`src/rtl/periph_bus_arbiter.sv`:
```
// Round-robin arbiter sharing the peripheral bus between the CPU LSU (requester 0)
// and the debug/DMA port (requester 1). Define ARB_LOCK_EN to add lock0/lock1.
module periph_bus_arbiter #(
    parameter int ADDR_W = 64,
    parameter int DATA_W = 64
) (
    input  logic              clock,
    input  logic              reset,
    input  logic              req0,
    input  logic              req1,
    input  logic              we0,
    input  logic              we1,
    input  logic [ADDR_W-1:0] addr0,
    input  logic [ADDR_W-1:0] addr1,
    input  logic [DATA_W-1:0] wdata0,
    input  logic [DATA_W-1:0] wdata1,
`ifdef ARB_LOCK_EN
    input  logic              lock0,
    input  logic              lock1,
`endif
    output logic              gnt0,
    output logic              gnt1,
    output logic              ack0,
    output logic              ack1,
    output logic [DATA_W-1:0] rdata,
    output logic [ADDR_W-1:0] bus_address,
    output logic [DATA_W-1:0] bus_wdata,
    input  logic [DATA_W-1:0] bus_rdata,
    output logic              bus_read,
    output logic              bus_write,
    output logic              busy
);

    typedef enum logic [1:0] {IDLE, ACCESS, RESP} state_t;

    state_t              state, state_nx;
    logic                owner, ptr, ptr_nx, sel;
    logic                we_q;
    logic [ADDR_W-1:0]   addr_q;
    logic [DATA_W-1:0]   wdata_q, rdata_q;

`ifdef ARB_LOCK_EN
    logic       lock_own, lock_hold;
    logic [2:0] lock_cnt;

    // A locked owner keeps priority, but only for 4 transactions in a row.
    assign lock_own  = owner ? lock1 : lock0;
    assign lock_hold = lock_own && (lock_cnt < 3'd3);
    assign ptr_nx    = lock_hold ? owner : !owner;

    always_ff @(posedge clock or posedge reset) begin
        if (reset)
            lock_cnt <= 3'd0;
        else if (state == RESP)
            lock_cnt <= lock_hold ? lock_cnt + 3'd1 : 3'd0;
    end
`else
    assign ptr_nx = !owner;
`endif

    always_ff @(posedge clock or posedge reset) begin
        if (reset) state <= IDLE;
        else       state <= state_nx;
    end

    always_comb begin
        state_nx    = state;
        sel         = ptr;
        gnt0        = 1'b0;
        gnt1        = 1'b0;
        ack0        = 1'b0;
        ack1        = 1'b0;
        bus_read    = 1'b0;
        bus_write   = 1'b0;
        bus_address = '0;
        bus_wdata   = '0;
        busy        = (state != IDLE);
        if (req0 && !req1)      sel = 1'b0;
        else if (req1 && !req0) sel = 1'b1;
        case (state)
            IDLE: if (req0 || req1) state_nx = ACCESS;
            ACCESS: begin
                state_nx    = RESP;
                gnt0        = !owner;
                gnt1        = owner;
                bus_address = addr_q;
                bus_wdata   = wdata_q;
                bus_write   = we_q;
                bus_read    = !we_q;
            end
            RESP: begin
                state_nx = IDLE;
                gnt0     = !owner;
                gnt1     = owner;
                ack0     = !owner;
                ack1     = owner;
            end
            default: state_nx = IDLE;
        endcase
    end

    always_ff @(posedge clock or posedge reset) begin
        if (reset) begin
            owner   <= 1'b0;
            ptr     <= 1'b0;
            we_q    <= 1'b0;
            addr_q  <= '0;
            wdata_q <= '0;
            rdata_q <= '0;
        end else begin
            if (state == IDLE && (req0 || req1)) begin
                owner   <= sel;
                addr_q  <= sel ? addr1  : addr0;
                wdata_q <= sel ? wdata1 : wdata0;
                we_q    <= sel ? we1    : we0;
            end
            // Peripherals answer combinationally, so the strobe cycle carries the data.
            if (state == ACCESS && !we_q) rdata_q <= bus_rdata;
            if (state == RESP)            ptr     <= ptr_nx;
        end
    end

    assign rdata = rdata_q;

endmodule

```
`config.mk`:
```
export PLATFORM = sky130hd
export DESIGN_NAME = periph_bus_arbiter
export DESIGN_NICKNAME = d
export VERILOG_FILES = /design/src/rtl/periph_bus_arbiter.sv
export SDC_FILE = /design/constraint.sdc
export NUM_CORES = 1
export LEC_CHECK = 0
export BUFFER_PORTS_ARGS = -buffer_cell sky130_fd_sc_hd__clkbuf_2
export CAP_MARGIN = 10
export CORE_AREA = 2 2 202 204
export DETAILED_ROUTE_END_ITERATION = 6
export DIE_AREA = 0 0 204 206
export GPL_ROUTABILITY_DRIVEN = 0
export SLEW_MARGIN = 20
export SYNTH_ARGS = -nofsm -noshare
export SYNTH_HDL_FRONTEND = slang
export SYNTH_SLANG_ARGS = --single-unit
```
`constraint.sdc`:
```
create_clock -name clock -period 9.2 [get_ports clock]
set_input_delay 1.38 -clock clock [delete_from_list [all_inputs] [get_ports clock]]
set_output_delay 1.38 -clock clock [all_outputs]
set_load 0.03 [all_outputs]
```
# Word level (Yosys, flattened, before mapping)
# Cells that the tools add are included.
dict set report classes {
  eq_ne 3
  mux 15
  reduce_logical 12
}
# op n
set op_table {}
lappend op_table {{64-bit two-way mux} 4}
lappend op_table {{1-bit two-way mux} 9}
lappend op_table {{1-bit logical AND} 4}
lappend op_table {{1-bit zero test} 4}
lappend op_table {{2-bit case mux with 2 select lines} 1}
lappend op_table {{2-bit by 1-bit equality test with 1-bit output, second input constant} 1}
lappend op_table {{2-bit equality test, second input constant} 1}
lappend op_table {{2-bit zero test} 1}
lappend op_table {{2-bit two-way mux} 1}
lappend op_table {{2-bit != test, second input constant} 1}
lappend op_table {{2-bit nonzero test} 1}
lappend op_table {{2-bit OR reduction} 1}
lappend op_table {{1-bit logical OR} 1}
dict set report totals {
  reg_bits 197
  inputBits 326
}

# Depth between registers and ports, before layout
# Gate-level depths: netlist of the first run.
dict set report depth {
  ltp_word 5
  mapped_depth 8
  mapped_depth_nobuf 5
}

# Worst setup path after synthesis of the first run
# No wires, ideal clock.
dict set report synth_timing {
  path_kind {reg-to-output}
  startpoint {register state[1]}
  endpoint {output port bus_address[59]}
  arrival_ns 1.402
  t_required_ns 7.820
  slack_ns 6.418
  stages_incl_launch_ff 6
  path_buffers 2
  path_cell_list {dfrtp_1 inv_1 ha_1 clkbuf_1 clkbuf_1 and2_1}
}
dict set report synth_between {
  elab_chain_len 2
}
# item line
set synth_lines {}
lappend synth_lines {{start, declared} 36} ;# state_t state, state_nx;
lappend synth_lines {{start signal, assigned} 63} ;# else state <= state_nx;
lappend synth_lines {{2-bit by 1-bit equality test with 1-bit output} 80} ;# case (state)
lappend synth_lines {{64-bit two-way mux} 80}
lappend synth_lines {{end, declared} 26} ;# output logic [ADDR_W-1:0] bus_address,
# No other way between the ends.

# Worst setup path after layout of the first run
dict set report layout_timing {
  startpoint {register state[1]}
  endpoint {output port bus_read}
}
dict set report layout_between {
  elab_chain_len 2
}
# item line
set layout_lines {}
lappend layout_lines {{2-bit by 1-bit equality test with 1-bit output} 80}
lappend layout_lines {{1-bit two-way mux} 80}
lappend layout_lines {{end, declared} 29} ;# output logic bus_read,
# No other way between the ends.

==> out/results.tsv, run 1 <==
stage	metric	value	unit
status	status	finished clean	
grt	grt_max_degree	85	
floorplanning	die_y	206	um
sta	rsz0062_at_grt	no	
worst_hold_path	hold_class	flop to flop	
synthesis	synth_common_cells	o2111ai_1, dfrtp_1, and2_1, nand2_1, nand3_1	
sta	min_period	4.47	ns
grt	antenna_found_initial	2	
cells_and_area	drive_above_1_share	0.431	
cts	htreeDepth	4	
cells_and_area	fill_cells	4219	
floorplanning	start_util	0.278	
synthesis	synthXorXnorAreaFrac	0	
cells_and_area	fin_util	0.356	
setup_path	cp-start-kind	flop	
setup_path	critPathArrivalTime	3.09	ns
sta	setup_ws	4.73	ns
sta	finalSetupViolations	0	
grt	grt_pass1_vias	10739	
worst_hold_path	worstHoldPathCells	2	
synthesis	synth-simple-area-share	0.178	
sta	holdWs	0.470	ns
floorplanning	core_area	0.0402	sq mm
setup_path	r2r_cells	7	
synthesis	async_flop_share	1.00	
synthesis	ys_ff_latch	197	
synthesis	synth_seq_area_share	0.441	
floorplanning	die_x	204	um
cells_and_area	finalNonFillerCells	2039	
synthesis	syn_inst	1083	
route	wl_per_cell	20.7	um
grt	grt_usage	0.194	
place	dp_cells	2005	
synthesis	muxShareOfSynthArea	0.0828	
synthesis	synth_area_leaders	dfrtp_1, o2111ai_1, and2_1	
floorplanning	rows	74	
floorplanning	pin_count	525	
cts	cts-root-buf	clkbuf_16	
synthesis	post-synth-top-count-cell	o2111ai_1	
sta	fin_crit_sh	0.486	
place	pre_cts_slack	5.15	ns
synthesis	synth_edf_count	0	
cts	cts_tree	done	
grt	grt_overflow_total	0	
setup_path	path_buf_inv	3	
synthesis	synthAdderAreaFrac	0.00559	
cts	cts_setup_buffers	0	
route	wirelength	42100	um
cts	postCtsHoldBufs	0	
pwr	peakVddDrop	0.238	mV
sta	slew_headroom	0.332	
floorplanning	dieArea	0.0420	sq mm
synthesis	synth_compound_gate_area_share	0.204	
synthesis	post-synth-top-area-cell	dfrtp_1	
place	dpl.hpwl	28300	um
place	io_buffers	524	
cts	clk_pin_slew	0.08	ns
cells_and_area	multiInputGateArea	0.00530	sq mm
cells_and_area	seqCellArea	0.00493	sq mm
grt	grt_first_pass_wirelength	63200	um
job	max-cap-violations	0	
route	via_count	10911	
route	viasPerCell	5.35	
sta	max_slew.worst_pin.slew	1.00	ns
cells_and_area	syn2layout_area_growth	27.7	%
sta	tns	0	ns
synthesis	yosysUniqueCellTypes	22	
setup_path	path_cells	inv_1, ha_4, buf_4, nor2b_4, clkbuf_2	
sta	fmax	0.224	GHz
setup_path	crit_cells	5	
pwr	p_leak	0.00688	uW
sta	finalHoldViolCount	0	
route	drc_errors	0	
synthesis	synth.cell_area	0.0112	sq mm
synthesis	synthesis.nets	1414	
setup_path	path_class	flop to output pin	
synthesis	ys.warnings.count	0	
sta	drv_slew	0	
setup_path	slowest_stage	ha_4	
cts	cts_sinks	197	
pwr	p_per_area	361	mW/mm^2
cts	cts_buffers	17	
synthesis	synth-main-ff-cell	dfrtp_1	
route	ant_nets	0	
setup_path	end_kind	output pin	
synthesis	synth.top_cell.area_share	0.441	
cts	insertion_delay	0.47	ns
setup_path	max_stage_delay	0.69	ns
cts	ctsLongestPathBuffers	2	
setup_path	critical_path.top_delay_family	buffers and inverters	
sta	fin_worst_skew	0.0110	ns
setup_path	required	7.82	ns
synthesis	syn_avg_cell_area	10.3	sq um
cells_and_area	fin_nets	1823	
setup_path	critPathMaxFanout	84	
route	dr.pass1.iters	5	
route	drt_iter0_drc	659	
cts	cts_resized	0	
synthesis	synth_top_family_by_area	compound AO/OA/AOI/OAI gates	
==> power breakdown <==
group	internal, uW	total (uW)	switching, uW	leakage, uW
Clock	365	772	407	0.000278
Sequential	1300	1540	238	0.00239
Combinational	917	2850	1940	0.00421
==> placed cells by master (no fill, tap or decap), drive strengths merged <==
master / Yosys / layout
a31oi: 1 / 1
clkinv: 0 / 3
nor2: 2 / 2
o21ai: 1 / 1
a21oi: 1 / 1
diode: 0 / 2
nor2b: 3 / 3
clkbuf: 34 / 539
nor3: 1 / 1
dfrtp: 197 / 197
nand3: 129 / 129
nand2: 130 / 130
ha: 5 / 5
and2: 131 / 131
o2111ai: 258 / 258
mux2: 66 / 66
clkinvlp: 0 / 3
inv: 7 / 16
buf: 117 / 19
==> flip-flops by register name, indices dropped and copies added, names as in the netlist <==
register / flops
wdata_q: 64
rdata: 64
addr_q: 64
ptr: 1
we_q: 1
state: 2
owner: 1
==> per-layer routing <==
metal	track usage	vias to the layer above	routed length [um]
met5	0	-	0
met3	0.0481	67	3540
met1	0.248	5348	17300
met4	0.0854	0	1210
met2	0.311	542	20000
li1	-	4954	-
==> cells by family after synthesis <==
kind of cell,Yosys count
AO/OA/AOI/OAI,261
adder cells (fa/ha/maj),5
multiplexers,66
AND/OR/NAND/NOR,396
buffers and inverters,158
flip-flops,197
==> worst paths after layout <==
kind | startpoint | to | slack (ns)
max in group asynchronous | reset | ptr$_DFFE_PP0N_ | 7.07
setup / recovery | state[1]$_DFFE_PP0P_ | bus_read | 4.73
hold / removal | wdata_q[59]$_DFFE_PP0P_ | wdata_q[59]$_DFFE_PP0P_ | 0.47
hold reg to reg | wdata_q[59]$_DFFE_PP0P_ | wdata_q[59]$_DFFE_PP0P_ | 0.47
min in group asynchronous | reset | addr_q[0]$_DFFE_PP0P_ | 0.97
setup reg to reg | state[0]$_DFFE_PP0P_ | addr_q[18]$_DFFE_PP0P_ | 5.33
==> through the flow <==
step,total power (uW),area (sq um)
finish,5160,14300
global route,5510,14300
detailed placement,4420,13700
floorplan,3660,11200
global placement,4380,13700
CTS,5210,14300
==> final cells by class <==
cell class,count,share of cell area
multi-input combinational,728,0.371
antenna,2,0.000350
clock inverter,15,0.0110
sequential,197,0.345
tap,532,0.0466
timing repair buffer,541,0.193
inverter,7,0.00289
clock buffer,17,0.0298
==> worst register-to-register path: stages (launching register included) <==
cell	delay, ns
dfrtp_1	0.44
inv_1	0.17
ha_4	0.53
buf_4	0.52
buf_4	0.77
buf_4	0.87
o2111ai_1	0.34
nand3_1	0.16
(Power assumes the default switching activity.)
==> run 2, diff against run 1 <==
clock period = 3.9 ns   (was 9.2 ns; I/O delays follow)
==> run 2 against run 1 <==
Combinational power is 140% higher. Critical endpoint is now bus_address[25]. Sequential share of layout area fell by 0.50 points. Hold slack got worse by 0.26 ns. Non-clock buffer count is 11 higher. Largest power group unchanged. Critical path type unchanged.
==> out/results.tsv, run 2 (synthesis results as in run 1) <==
stage	metric	value	unit
sta	rsz0062_at_grt	no	
setup_path	critPathMaxFanout	91	
job	max-cap-violations	0	
sta	drv_slew	0	
pwr	p_leak	0.00699	uW
sta	tns	0	ns
sta	fin_worst_skew	0.0194	ns
cells_and_area	fin_nets	1834	
sta	finalSetupViolations	0	
cells_and_area	drive_above_1_share	0.435	
place	dpl.hpwl	28400	um
cells_and_area	multiInputGateArea	0.00530	sq mm
pwr	combinationalPowerShare	0.543	
floorplanning	start_util	0.278	
cells_and_area	most-common-layout-cells	clkbuf_2, o2111ai_1, dfrtp_1	
cells_and_area	final_common_cell	clkbuf_2	
setup_path	cp-start-kind	flop	
grt	antenna_found_initial	4	
cts	cts-root-buf	clkbuf_16	
grt	grt_max_degree	111	
sta	fmax	0.302	GHz
cts	insertion_delay	0.48	ns
grt	grt_usage	0.191	
route	ant_nets	0	
sta	min_period	3.31	ns
setup_path	end_kind	output pin	
route	dr.pass1.iters	5	
setup_path	path_class	flop to output pin	
place	place_area	0.0139	sq mm
cts	postCtsHoldBufs	0	
floorplanning	core_area	0.0402	sq mm
cts	cts_setup_buffers	0	
sta	fin_crit_sh	0.848	
setup_path	required	3.31	ns
grt	grt_overflow_total	0	
cts	htreeDepth	4	
grt	grt_pass1_vias	10535	
route	drt_iter0_drc	627	
sta	finalHoldViolCount	0	
status	status	finished clean	
pwr	p_clk_frac	0.155	
floorplanning	die_y	206	um
pwr	swShare	0.491	
pwr	power_frac_seq	0.302	
setup_path	reg2reg_slack	1.39	ns
sta	max_slew.worst_pin.slew	1.14	ns
floorplanning	rows	74	
pwr	peakVddDrop	0.377	mV
grt	grt_first_pass_wirelength	62500	um
cells_and_area	fill_cells	4119	
route	via_count	10880	
setup_path	critPathArrivalTime	2.72	ns
cts	cts_sinks	197	
cells_and_area	syn2layout_area_growth	29.5	%
setup_path	r2r_cells	5	
setup_path	cp-startpoint	state[1]$_DFFE_PP0P_	
cts	cts_resized	0	
cells_and_area	postLayoutCellArea	0.0145	sq mm
floorplanning	dieArea	0.0420	sq mm
setup_path	critPathCapture	bus_address[25]	
worst_hold_path	hold_class	input port to asynchronous set/reset pin	
setup_path	timing.rr.end	rdata[60]$_DFFE_PP0P_	
pwr	p_per_area	857	mW/mm^2
route	drc_errors	0	
cts	ctsLongestPathBuffers	2	
cells_and_area	seqCellArea	0.00493	sq mm
route	wirelength	41500	um
route	viasPerCell	5.30	
setup_path	r2r_start	state[1]$_DFFE_PP0P_	
pwr	p_switching	6100	uW
sta	slew_headroom	0.239	
place	io_buffers	524	
cts	clk_pin_slew	0.08	ns
floorplanning	pin_count	525	
cts	cts_tree	done	
cts	cts_buffers	17	
route	wl_per_cell	20.3	um
pwr	p_int	6330	uW
floorplanning	die_x	204	um
==> run 2: changes by cell type in the layout (fill, tap and decap cells not counted), sizes merged <==
| cell | delta |
|---|---|
| clkbuf | +1 |
| inv | -2 |
| buf | +11 |
| diode | +1 |
| bufinv | +2 |
| clkinv | +1 |
| clkinvlp | -2 |
==> run 2: layout make-up <==
class,count,share of cell area
clock buffers,18,0.0303
inverters,7,0.00259
well taps,532,0.0459
clock inverters,14,0.0129
flip-flops and latches,197,0.340
multi-input cells,728,0.366
diodes,3,0.000518
repair buffers,552,0.202
==> run 2: layer usage <==
metal  vias up  GRT usage  share of wire
li1       5002          -              -
met1      5272      0.242           0.41
met2       527      0.303           0.47
met3        79     0.0459          0.075
met4         0      0.101          0.040
met5         -          0              0
==> run 2: power groups by stage <==
| stage | logic, uW | registers, uW | clock network [uW] |
|---|---|---|---|
| after floorplan | 4460 | 4170 | 0 |
| after global placement | 6680 | 3770 | 0 |
| after detailed placement | 6780 | 3780 | 0 |
| after CTS | 6800 | 3760 | 2010 |
| after global routing | 7280 | 3870 | 2080 |
| final | 6750 | 3750 | 1930 |
==> run 2: critical path, stage by stage, from the launching register on <==
cell and delay, ns:
dfrtp_1 0.40, inv_1 0.20, ha_4 0.45, buf_4 0.66, and2_1 0.25, clkbuf_2 0.23
==> run 2: per-stage QoR <==
| step | utilization | cells | worst slack, ns | power (uW) | hold slack, ns |
|---|---|---|---|---|---|
| 6_report | 0.361 | 2051 | 0.592 | 12400 | 0.215 |
| 2_1_floorplan | - | 1083 | 0.769 | 8630 | 0.441 |
| 3_5_place_dp | 0.345 | 2016 | 1.08 | 10600 | 0.458 |
| 3_3_place_gp | 0.345 | 2016 | 1.18 | 10400 | 0.452 |
| 4_1_cts | 0.361 | 2048 | 0.535 | 12600 | 0.234 |
| 5_1_grt | 0.361 | 2050 | 0.364 | 13200 | 0.258 |
==> run 2: how the worst min path moves through the flow <==
stage                                  startpoint                       to  slack, ns  cells after the start
after floorplan             addr_q[0]$_DFFE_PP0P_    addr_q[0]$_DFFE_PP0P_       0.44                      2
after global placement    wdata_q[13]$_DFFE_PP0P_  wdata_q[13]$_DFFE_PP0P_       0.45                      2
after detailed placement  wdata_q[32]$_DFFE_PP0P_  wdata_q[32]$_DFFE_PP0P_       0.46                      2
after CTS                                   reset  wdata_q[32]$_DFFE_PP0P_       0.23                      3
after global routing                        reset  wdata_q[32]$_DFFE_PP0P_       0.26                      3
final                                       reset  wdata_q[32]$_DFFE_PP0P_       0.21                      3
